## src/rtl/bt_pkg.sv

```systemverilog
// Shared types and helpers for the push-button press encoder.
package bt_pkg;

  localparam int BT_N   = 4;
  localparam int CODE_W = 2;

  typedef enum logic [1:0] {
    ST_IDLE  = 2'd0,
    ST_PRESS = 2'd1,
    ST_HELD  = 2'd2
  } bt_state_e;

  function automatic logic is_one_hot(input logic [BT_N-1:0] v);
    return (v != '0) && ((v & (v - BT_N'(1))) == '0);
  endfunction

  function automatic logic [CODE_W-1:0] onehot_to_code(input logic [BT_N-1:0] v);
    logic [CODE_W-1:0] c;
    c = '0;
    for (int i = 0; i < BT_N; i++) begin
      if (v[i]) c = CODE_W'(i);
    end
    return c;
  endfunction

endpackage

```

## src/rtl/bt_debounce.sv

```systemverilog
// One button: 2-flop synchroniser, inversion to active-high, and a
// run-length debounce counter that toggles the stable level.
module bt_debounce
  import bt_pkg::*;
#(
  parameter int DEBOUNCE_CYCLES = 50000
) (
  input  logic clk,
  input  logic rst,
  input  logic i_raw_n,
  output logic o_stable
);

  localparam int CW = $clog2(DEBOUNCE_CYCLES);
  localparam logic [CW-1:0] LAST = CW'(DEBOUNCE_CYCLES - 1);

  logic          r_sync1;
  logic          r_sync2;
  logic          r_stable;
  logic [CW-1:0] r_cnt;
  logic          w_sample;

  assign w_sample = ~r_sync2;
  assign o_stable = r_stable;

  // Synchroniser resets to 1 so a released button reads as released.
  always_ff @(posedge clk) begin
    if (rst) begin
      r_sync1  <= 1'b1;
      r_sync2  <= 1'b1;
      r_stable <= 1'b0;
      r_cnt    <= '0;
    end else begin
      r_sync1 <= i_raw_n;
      r_sync2 <= r_sync1;
      if (w_sample == r_stable) begin
        r_cnt <= '0;
      end else if (r_cnt == LAST) begin
        r_stable <= ~r_stable;
        r_cnt    <= '0;
      end else begin
        r_cnt <= r_cnt + CW'(1);
      end
    end
  end

endmodule

```

## src/rtl/bt_press_encoder.sv

```systemverilog
// Debounces four active-low buttons and emits a single-button press code over
// valid/ready. Optional press counter built when BT_PRESS_COUNT_EN is defined.
module bt_press_encoder
  import bt_pkg::*;
#(
  parameter int DEBOUNCE_CYCLES = 50000,
  parameter int CNT_W           = 4
) (
  input  logic             CLOCK_50,
  input  logic             RESET,
  input  logic [3:0]       V_BT,
  output logic [3:0]       BT_STABLE,
  output logic             PRESS_VALID,
  output logic [1:0]       PRESS_CODE,
  input  logic             PRESS_READY,
  output logic             PRESS_OVF,
  output logic [CNT_W-1:0] PRESS_COUNT
);

  // Handshake: a transfer happens on any cycle with PRESS_VALID && PRESS_READY;
  // valid and code hold until then, and READY is ignored while VALID is low.

  logic [BT_N-1:0]   w_stable;
  bt_state_e         r_state;
  bt_state_e         w_next;
  logic              w_issue;
  logic              w_xfer;
  logic [CODE_W-1:0] r_pend_code;
  logic              r_valid;
  logic [CODE_W-1:0] r_code;
  logic              r_ovf;

  for (genvar g = 0; g < BT_N; g++) begin : g_btn
    bt_debounce #(
      .DEBOUNCE_CYCLES(DEBOUNCE_CYCLES)
    ) u_deb (
      .clk     (CLOCK_50),
      .rst     (RESET),
      .i_raw_n (V_BT[g]),
      .o_stable(w_stable[g])
    );
  end

  assign BT_STABLE   = w_stable;
  assign PRESS_VALID = r_valid;
  assign PRESS_CODE  = r_code;
  assign PRESS_OVF   = r_ovf;
  assign w_xfer      = r_valid & PRESS_READY;

  always_ff @(posedge CLOCK_50) begin
    if (RESET) r_state <= ST_IDLE;
    else       r_state <= w_next;
  end

  always_comb begin
    w_next = r_state;
    case (r_state)
      ST_IDLE: begin
        if (is_one_hot(w_stable))  w_next = ST_PRESS;
        else if (w_stable != '0)   w_next = ST_HELD;
      end
      ST_PRESS: w_next = ST_HELD;
      ST_HELD:  if (w_stable == '0) w_next = ST_IDLE;
      default:  w_next = ST_IDLE;
    endcase
  end

  always_comb begin
    w_issue = (r_state == ST_PRESS);
  end

  // Code is captured on the IDLE cycle that decides the press.
  always_ff @(posedge CLOCK_50) begin
    if (RESET)                   r_pend_code <= '0;
    else if (r_state == ST_IDLE) r_pend_code <= onehot_to_code(w_stable);
  end

  always_ff @(posedge CLOCK_50) begin
    if (RESET) begin
      r_valid <= 1'b0;
      r_code  <= '0;
      r_ovf   <= 1'b0;
    end else if (w_issue) begin
      if (!r_valid || w_xfer) begin
        r_valid <= 1'b1;
        r_code  <= r_pend_code;
      end else begin
        r_ovf <= 1'b1;
      end
    end else if (w_xfer) begin
      r_valid <= 1'b0;
    end
  end

`ifdef BT_PRESS_COUNT_EN
  logic [CNT_W-1:0] r_count;

  always_ff @(posedge CLOCK_50) begin
    if (RESET)       r_count <= '0;
    else if (w_xfer) r_count <= r_count + CNT_W'(1);
  end

  assign PRESS_COUNT = r_count;
`else
  assign PRESS_COUNT = '0;
`endif

endmodule

```

## config.mk

```make
export PLATFORM = sky130hd
export DESIGN_NAME = bt_press_encoder
export DESIGN_NICKNAME = d
export VERILOG_FILES = /design/src/rtl/bt_pkg.sv /design/src/rtl/bt_debounce.sv /design/src/rtl/bt_press_encoder.sv
export SDC_FILE = /design/constraint.sdc
export NUM_CORES = 1
export LEC_CHECK = 0
export CAP_MARGIN = 0
export CORE_MARGIN = 2
export CORE_UTILIZATION = 30
export CTS_CLUSTER_DIAMETER = 120
export DETAILED_ROUTE_END_ITERATION = 10
export GPL_TIMING_DRIVEN = 1
export PLACE_DENSITY = 0.43
export SLEW_MARGIN = 30
export SYNTH_ARGS = -nofsm -noshare
export SYNTH_HDL_FRONTEND = slang
export SYNTH_SLANG_ARGS = --single-unit
```

## constraint.sdc

```tcl
create_clock -name CLOCK_50 -period 2.5 [get_ports CLOCK_50]
set_clock_uncertainty 0.1 [all_clocks]
set_input_delay 0.25 -clock CLOCK_50 [delete_from_list [all_inputs] [get_ports CLOCK_50]]
set_output_delay 0.25 -clock CLOCK_50 [all_outputs]
set_load 0.05 [all_outputs]
```

# After elaboration in Yosys (flattened, before gate mapping)
# Cells that the tools add are included.
[op_classes]
n_mux = 10
reduce_logical = 20
bitwise = 15
eq_ne = 13
add_sub_neg = 5
[op_table]
columns = ["op", "n"]
rows = [
  ["16-bit by 1-bit adder with 16-bit output (second input constant)", 4],
  ["16-bit == test (second input constant)", 4],
  ["2-bit AND reduction", 8],
  ["1-bit NOT", 13],
  ["3-bit OR reduction", 4],
  ["2-bit two-way mux", 5],
  ["4-bit zero test", 2],
  ["2-bit case mux with 3 select lines", 1],
  ["4-bit AND", 1],
  ["1-bit == test", 4],
  ["1-bit two-way mux", 4],
  ["4-bit nonzero test", 1],
  ["4-bit by 1-bit subtractor with 4-bit output (second input constant)", 1],
  ["3-bit != test (second input constant)", 1],
  ["2-bit by 1-bit == test with 1-bit output (second input constant)", 1],
  ["2-bit == test (second input constant)", 1],
  ["2-bit zero test", 1],
  ["2-bit by 1-bit != test with 1-bit output (second input constant)", 1],
  ["2-bit != test (second input constant)", 1],
  ["2-bit nonzero test", 1],
  ["1-bit AND", 1],
  ["1-bit logical AND", 1],
  ["1-bit zero test", 1],
  ["1-bit logical OR", 1],
]
[totals]
reg_bits = 84

# Logic depth before layout (Yosys ltp)
# Gate-level depths: netlist (run 1).
[logic_depth]
ltp_word = 6
mapped_depth = 6
mapped_depth_nobuf = 5

# Modules after synthesis
# A second synthesis (run 1) with hierarchy kept.
[unflattened]
cells_unflattened = 401
hier_area_um2 = 3584.7
[by_module_without_submodules]
columns = ["module", "cells_each", "seq_area_each_um2", "area_per_inst_um2", "instances"]
rows = [
  ["bt_debounce", 88, 380.4, 795.8, 4],
  ["bt_press_encoder", 49, 160.2, 401.6, 1],
]

# Worst setup path before layout (run 1)
# Ideal clock, no wire load.
[synth_path]
kind = "register to register"
from = "register g_btn[3].u_deb.r_cnt[11]"
to = "register g_btn[3].u_deb.r_cnt[15]"
synth_period_minus_slack_ps = 1873
required_time_ps = 2285
arrival_time_ps = 1658
setup_time_ps = 115
stages_incl_launch_ff = 6
path_buffers = 1
slack_ps = 627
cell_sequence = "dfxtp_1 -> or4b_1 -> or4_4 -> nand2_2 -> buf_4 -> nor2_1"
[synth_via]
elab_chain_len = 2
word_cells_on_any_way = 3
cone_classes = "add/sub (1); eq/ne (1); reduce/logical (1)"
[synth_lines]
columns = ["element", "line_no", "rtl"]
rows = [
  ["start, declared", "bt_debounce.sv:20", "logic [CW-1:0] r_cnt;"],
  ["start signal, assigned", "bt_debounce.sv:42", "r_cnt <= r_cnt + CW'(1);"],
  ["branches (longest 2 deep; another with 16-bit by 1-bit adder with 16-bit output)", "--", ""],
]
# Parallel ways; which one is timed is not known.
# A chain may end at the register's enable or synchronous reset.

# Final worst setup path (run 1)
[layout_path]
from = "register g_btn[0].u_deb.r_cnt[10]"
to = "register g_btn[0].u_deb.r_cnt[9]"
[layout_via]
elab_chain_len = 2
[layout_lines]
columns = ["element", "line_no", "rtl"]
rows = [
  ["start, declared", "bt_debounce.sv:20", ""],
  ["start signal, assigned", "bt_debounce.sv:42", ""],
  ["16-bit == test", "bt_debounce.sv:38", "end else if (r_cnt == LAST) begin"],
  ["3-bit OR reduction (no source line)", "--", ""],
]
# No other way between the ends.

==> flow_summary.toml, run 1 <==
[critical_path]
critical_path_required_ns = 2.61
critical_path_capture_point_type = "flop"
timing_worst_setup_path_type = "flop to flop"
count_of_cells_along_the_worst_register_to_register_path = 4
reg2reg_from = "g_btn[0].u_deb.r_cnt[10]$_SDFF_PP0_"
crit_path_max_fanout = 15
r2r_slack_ns = 0.36
regToRegEndpoint = "g_btn[0].u_deb.r_cnt[9]$_SDFF_PP0_"
worst_setup_path_start_kind = "flop"
critPathArrivalTime_ns = 2.24

[placed_design]
detailedPlacementHpwl_mm = 4.54
detailedPlace.worstSlack_ns = 0.392
numPlacedInstances = 560
place_congestion = 0.716
placement.io_buffers = 14

[detailed_routing]
initialDrtViolationCount = 82
route.detailed.drc = 0
drtAntennaViolNets = 0
routed_wire_length_per_instance_um = 11.5
drt_first_pass_iters = 6
vias_per_cell = 4.60
postRouteWirelength_mm = 6.61
detailroute.via_count = 2645

[layout]
area_growth_syn_to_layout_pct = 16.4
fin_nets = 435
count_of_inserted_antenna_diode_cells = 0
final_layout_size_suffix_gt1_share_pct = 7.94
finish.cell_count_without_fillers = 575

[sta]
holdWs_ns = 0.322
measured_slew_at_the_worst_slew_check_pin_ns = 0.518
setup_repair_after_global_routing_missed_its_margin = "no"
max-slew-margin-rel_pct = 65.1
setup_viol = 0
finalWorstSetupSlack_ns = 0.364
tns_ns = 0
min_period_over_period_pct = 85.4
final.min_clock_period_ns = 2.14
fmax_ghz = 0.468
slew_viol_final = 0
hold_violations = 0

[global_route]
first_global_vias = 2470
global_route_wire_length_before_repair_mm = 11.7
grt_util_all_layers_pct = 11.4
grt.overflow.total = 0
maximum_number_of_pins_on_one_net_before_global_route_repair = 21
initial_antenna_violation_count = 0

[pwr]
irDropWorstVdd_mv = 0.264
finalPower_w = 0.00291
power.density_nw_per_um2 = 693
power.leakage_nw = 1.25

[synthesis]
dominant_cell_type_by_area_after_synthesis = "sky130_fd_sc_hd__dfxtp_1"
synthCells = 410
synth.cells.most_frequent = "sky130_fd_sc_hd__dfxtp_1 (84), sky130_fd_sc_hd__nor2_1 (80), sky130_fd_sc_hd__xnor2_1 (54)"
synth.yosys.warnings = 0
yosys.area.top_type_share_pct = 46.5
ffs_latches_synth = 84
synth_area_leaders = "sky130_fd_sc_hd__dfxtp_1 (47%), sky130_fd_sc_hd__xnor2_1 (13%), sky130_fd_sc_hd__nor2_1 (8.3%)"
synthArstFlopShare_pct = 0
syn_avg_cell_area_sq_um = 8.81
ys.flop_type = "sky130_fd_sc_hd__dfxtp_1"
synthMostInstantiatedCell = "sky130_fd_sc_hd__dfxtp_1"
synth_enable_flop_cells = 0
synthDistinctLibCells = 41
mappedNetlistArea_sq_um = 3610
portion_of_the_post_synthesis_area_used_by_sequential_elements_pct = 46.5

[clock_tree]
cts_root_buffer = "sky130_fd_sc_hd__clkbuf_16"
clkLatencyLatePin_ns = 0.34
cts_buffers = 9
clock_transition_at_the_register_clock_pins_on_the_worst_setup_and_hold_paths_after_cts_ns = 0.06
cts-hold-fix-buffers = 0
tritoncts = "yes"
cts_setup_buffers = 0
clock_sink_count = 84
cts_repair_resize_count = 0
max-clock-path-buffers = 2
cts_max_level = 3

[die]
die_y_um = 114
boundaryPins = 19
start_util_pct = 30.5
row_count = 40
die_w_um = 114
die_area_sq_um = 12900
coreArea_sq_um = 11900

[hold_path]
hold_start = "g_btn[1].u_deb.r_sync1$_SDFF_PP1_"
hp-class = "flop to flop"
worst_hold_path.num_cells = 1
timing.hold.worst_endpoint = "g_btn[1].u_deb.r_sync2$_SDFF_PP1_"

[run]
cap_violations = 0

[status]
run_status = "completed"
## how the worst max path moves through the flow
stage | start | to | slack, ns
2_1_floorplan | g_btn[3].u_deb.r_cnt[11]$_SDFF_PP0_ | g_btn[3].u_deb.r_cnt[15]$_SDFF_PP0_ | 0.63
6_report | g_btn[0].u_deb.r_cnt[10]$_SDFF_PP0_ | g_btn[0].u_deb.r_cnt[9]$_SDFF_PP0_ | 0.36
5_1_grt | g_btn[0].u_deb.r_cnt[10]$_SDFF_PP0_ | g_btn[0].u_deb.r_cnt[4]$_SDFF_PP0_ | 0.14
3_3_place_gp | g_btn[0].u_deb.r_cnt[10]$_SDFF_PP0_ | g_btn[0].u_deb.r_cnt[15]$_SDFF_PP0_ | 0.40
3_5_place_dp | g_btn[0].u_deb.r_cnt[10]$_SDFF_PP0_ | g_btn[0].u_deb.r_cnt[9]$_SDFF_PP0_ | 0.39
4_1_cts | g_btn[2].u_deb.o_stable$_SDFFE_PP0P_ | BT_STABLE[2] | 0.37
## flip-flops by register name (all words and copies together) (netlist names)
signal	count
PRESS_VALID	1
r_state	2
PRESS_CODE	2
g_btn.u_deb.r_cnt	64
r_pend_code	2
g_btn.u_deb.r_sync1	4
g_btn.u_deb.o_stable	4
PRESS_OVF	1
g_btn.u_deb.r_sync2	4
## critical path: stages (launching register included)
cell	delay, ns
sky130_fd_sc_hd__dfxtp_1	0.36
sky130_fd_sc_hd__or4_1	0.52
sky130_fd_sc_hd__nor4_1	0.41
sky130_fd_sc_hd__a21o_1	0.51
sky130_fd_sc_hd__nor2_1	0.10
## cell type report
class	instances	area, sq um
sequential	84	1680
tap	147	184
clock inverter	5	100
clock buffer	10	239
inverter	17	63.8
timing repair buffer	18	170
multi-input combinational	294	1770
fill	1221	7650
## per-stage QoR
stage,area [sq um],util (%)
after floorplan,3620,-
after global placement,3870,32.6
after detailed placement,3870,32.6
after CTS,4210,35.5
after global routing,4210,35.5
final,4210,35.5
## report_power, final
group	switching, W	internal [W]
Combinational	0.0000331	0.0000175
Clock	0.000519	0.000994
Sequential	0.00000458	0.00135
Total	0.000557	0.00236
## kinds of logic after synthesis
logic type	Yosys count	synth area share (%)
AOI/OAI and AO/OA	21	4.12
DFF	84	46.5
buffers and inverters	35	4.81
xor gates and xnor gates	61	14.8
and+or+nand+nor	200	27.1
adders and majority gates	5	1.66
other	1	0.104
muxes	3	0.831
## layout by cell type (no fill, tap or decap), types with 4 or more instances in the layout
cell                               n
sky130_fd_sc_hd__nand4_1          13
sky130_fd_sc_hd__nor3_1           18
sky130_fd_sc_hd__a21oi_1           6
sky130_fd_sc_hd__or2_2             8
sky130_fd_sc_hd__nand3_1          23
sky130_fd_sc_hd__nor4_1           20
sky130_fd_sc_hd__conb_1            4
sky130_fd_sc_hd__dfxtp_1          84
sky130_fd_sc_hd__xnor2_1          54
sky130_fd_sc_hd__clkbuf_16         9
sky130_fd_sc_hd__nor2_1           80
sky130_fd_sc_hd__clkdlybuf4s50_1  14
sky130_fd_sc_hd__buf_4             4
sky130_fd_sc_hd__xor2_1            7
sky130_fd_sc_hd__inv_1            17
sky130_fd_sc_hd__o21ai_0           6
sky130_fd_sc_hd__nand2_1          17
sky130_fd_sc_hd__ha_1              4
sky130_fd_sc_hd__and3_1            5
## per-layer routing
metal / up-vias / share of wire, % / track usage, %
met5: - / 0 / 0
met4: 0 / 2.8 / 6.34
met3: 19 / 3.1 / 3.19
met2: 36 / 39 / 16.3
met1: 1194 / 55 / 15.6
li1: 1396 / - / -
Note: power is estimated with default switching activity, not from simulation.
==> inputs of run 2 (changes only) <==
CELL_PAD_IN_SITES_DETAIL_PLACEMENT = 2   (was unset)
CELL_PAD_IN_SITES_GLOBAL_PLACEMENT = 2   (was unset)
PLACE_DENSITY = 0.63   (was 0.43)
REMOVE_ABC_BUFFERS = 1   (was unset)
==> run 2 against run 1 <==
  * Non-clock buffer count is the same
  * First-iteration DRC count shrank 26%
  * Setup slack lost 0.035 ns
  * Critical endpoint is now g_btn[0].u_deb.r_cnt[6]$_SDFF_PP0_
  * Largest cell class unchanged
  * Sequential power is essentially flat
  * Utilization shrank 0.24 points
  * Clock-buffer cell count grew 3
==> flow_summary.toml, run 2 (synthesis results as in run 1) <==
[status]
run_status = "completed"

[detailed_routing]
postRouteWirelength_mm = 8.12
routed_wire_length_per_instance_um = 14.1
drtAntennaViolNets = 0
detailroute.via_count = 2791
initialDrtViolationCount = 61
vias_per_cell = 4.86
drt_first_pass_iters = 4
route.detailed.drc = 0

[clock_tree]
clock_transition_at_the_register_clock_pins_on_the_worst_setup_and_hold_paths_after_cts_ns = 0.06
cts_setup_buffers = 0
tritoncts = "yes"
clkLatencyLatePin_ns = 0.33
cts-hold-fix-buffers = 0
max-clock-path-buffers = 2
cts_root_buffer = "sky130_fd_sc_hd__clkbuf_16"
clock_sink_count = 84
cts_repair_resize_count = 0
cts_buffers = 9
cts_max_level = 3

[sta]
tns_ns = 0
measured_slew_at_the_worst_slew_check_pin_ns = 0.503
setup_repair_after_global_routing_missed_its_margin = "no"
slew_viol_final = 0
holdWs_ns = 0.308
hold_violations = 0
finalWorstSetupSlack_ns = 0.329
fmax_ghz = 0.461
setup_viol = 0
max-slew-margin-rel_pct = 66.4
min_period_over_period_pct = 86.8
final.min_clock_period_ns = 2.17

[pwr]
power.density_nw_per_um2 = 667
irDropWorstVdd_mv = 0.352
power.leakage_nw = 1.23

[layout]
count_of_inserted_antenna_diode_cells = 0
max_reg_flops = 64
regMostFlops = "g_btn.u_deb.r_cnt"
final_common_cell = "sky130_fd_sc_hd__dfxtp_1"
fin_nets = 435
most_used_cells_in_the_layout_excluding_fill_and_tap_cells = "sky130_fd_sc_hd__dfxtp_1 (84), sky130_fd_sc_hd__nor2_1 (80), sky130_fd_sc_hd__xnor2_1 (54)"
final_layout_size_suffix_gt1_share_pct = 7.73
area_growth_syn_to_layout_pct = 15.7
finish.instance_area_sq_um = 4180

[hold_path]
hp-class = "flop to flop"
timing.hold.worst_endpoint = "g_btn[2].u_deb.r_sync2$_SDFF_PP1_"
worst_hold_path.num_cells = 1
hold_start = "g_btn[2].u_deb.r_sync1$_SDFF_PP1_"

[run]
cap_violations = 0

[die]
die_w_um = 114
coreArea_sq_um = 11900
die_y_um = 114
die_area_sq_um = 12900
row_count = 40
boundaryPins = 19
start_util_pct = 30.5

[critical_path]
timing_worst_setup_path_type = "flop to flop"
regToRegEndpoint = "g_btn[0].u_deb.r_cnt[6]$_SDFF_PP0_"
count_of_cells_along_the_worst_register_to_register_path = 5
critical_path_capture_point_type = "flop"
worst_setup_path_start_kind = "flop"
r2r_slack_ns = 0.33
critical_path_required_ns = 2.60
reg2reg_from = "g_btn[0].u_deb.r_cnt[0]$_SDFF_PP0_"
crit_path_max_fanout = 15
critPathArrivalTime_ns = 2.27

[global_route]
maximum_number_of_pins_on_one_net_before_global_route_repair = 21
first_global_vias = 2994
global_route_wire_length_before_repair_mm = 14.5
initial_antenna_violation_count = 0
grt.overflow.total = 0
grt_util_all_layers_pct = 13.9

[placed_design]
detailedPlacementHpwl_mm = 5.66
place_congestion = 0.730
detailedPlace.worstSlack_ns = 0.321
placement.io_buffers = 14
place_area_sq_um = 3870
==> run 2: cell count changes in the layout (fill, tap and decap cells not counted), sizes merged <==
cell / delta
bufinv: -2
clkbuf: +3
clkinv: -2
==> run 2: worst max path at each step <==
stage	startpoint	end	slack [ns]	cells after the start
final	g_btn[0].u_deb.r_cnt[0]$_SDFF_PP0_	g_btn[0].u_deb.r_cnt[6]$_SDFF_PP0_	0.33	5
after CTS	g_btn[0].u_deb.r_cnt[0]$_SDFF_PP0_	g_btn[0].u_deb.r_cnt[4]$_SDFF_PP0_	0.30	5
after global placement	g_btn[0].u_deb.r_cnt[0]$_SDFF_PP0_	g_btn[0].u_deb.r_cnt[15]$_SDFF_PP0_	0.41	5
after detailed placement	g_btn[0].u_deb.r_cnt[0]$_SDFF_PP0_	g_btn[0].u_deb.r_cnt[4]$_SDFF_PP0_	0.32	5
after global routing	g_btn[0].u_deb.r_cnt[0]$_SDFF_PP0_	g_btn[0].u_deb.r_cnt[6]$_SDFF_PP0_	0.06	5
after floorplan	g_btn[2].u_deb.r_cnt[6]$_SDFF_PP0_	g_btn[2].u_deb.r_cnt[10]$_SDFF_PP0_	0.64	4
==> run 2: metrics by stage <==
stage	util (%)	std cells	power [W]
after floorplan	-	395	0.00141
after global placement	32.6	560	0.00143
after detailed placement	32.6	560	0.00143
after CTS	35.2	574	0.00283
after global routing	35.2	574	0.00291
final	35.2	574	0.00279
==> run 2: per-layer routing <==
| metal | global-route usage, % | wire length [um] | vias up |
|---|---|---|---|
| met2 | 22.5 | 3750 | 20 |
| li1 | - | - | 1400 |
| met5 | 0 | 0 | - |
| met4 | 5.61 | 130 | 0 |
| met1 | 18.5 | 4090 | 1363 |
| met3 | 2.55 | 150 | 8 |
==> run 2: power by group <==
group / switching, W / total, W / leakage, nW / internal (W)
clock: 0.000512 / 0.00138 / 0.154 / 0.000872
combinational: 0.0000346 / 0.0000526 / 0.403 / 0.0000180
sequential: 0.00000429 / 0.00135 / 0.679 / 0.00135
==> run 2: final cells by class <==
cell class,count,area (sq um)
Multi-Input combinational cell,294,1770
Tap cell,147,184
Inverter,17,63.8
Timing Repair Buffer,18,170
Clock buffer,13,280
Sequential cell,84,1680
Clock inverter,1,30.0
Fill cell,1318,7680
==> run 2: critical path, stage by stage, from the launching register on <==
cell and delay, ns:
sky130_fd_sc_hd__dfxtp_1 0.37, sky130_fd_sc_hd__ha_1 0.20, sky130_fd_sc_hd__nand3_1 0.26, sky130_fd_sc_hd__nor4_1 0.48, sky130_fd_sc_hd__a21o_1 0.51, sky130_fd_sc_hd__nor2_1 0.11
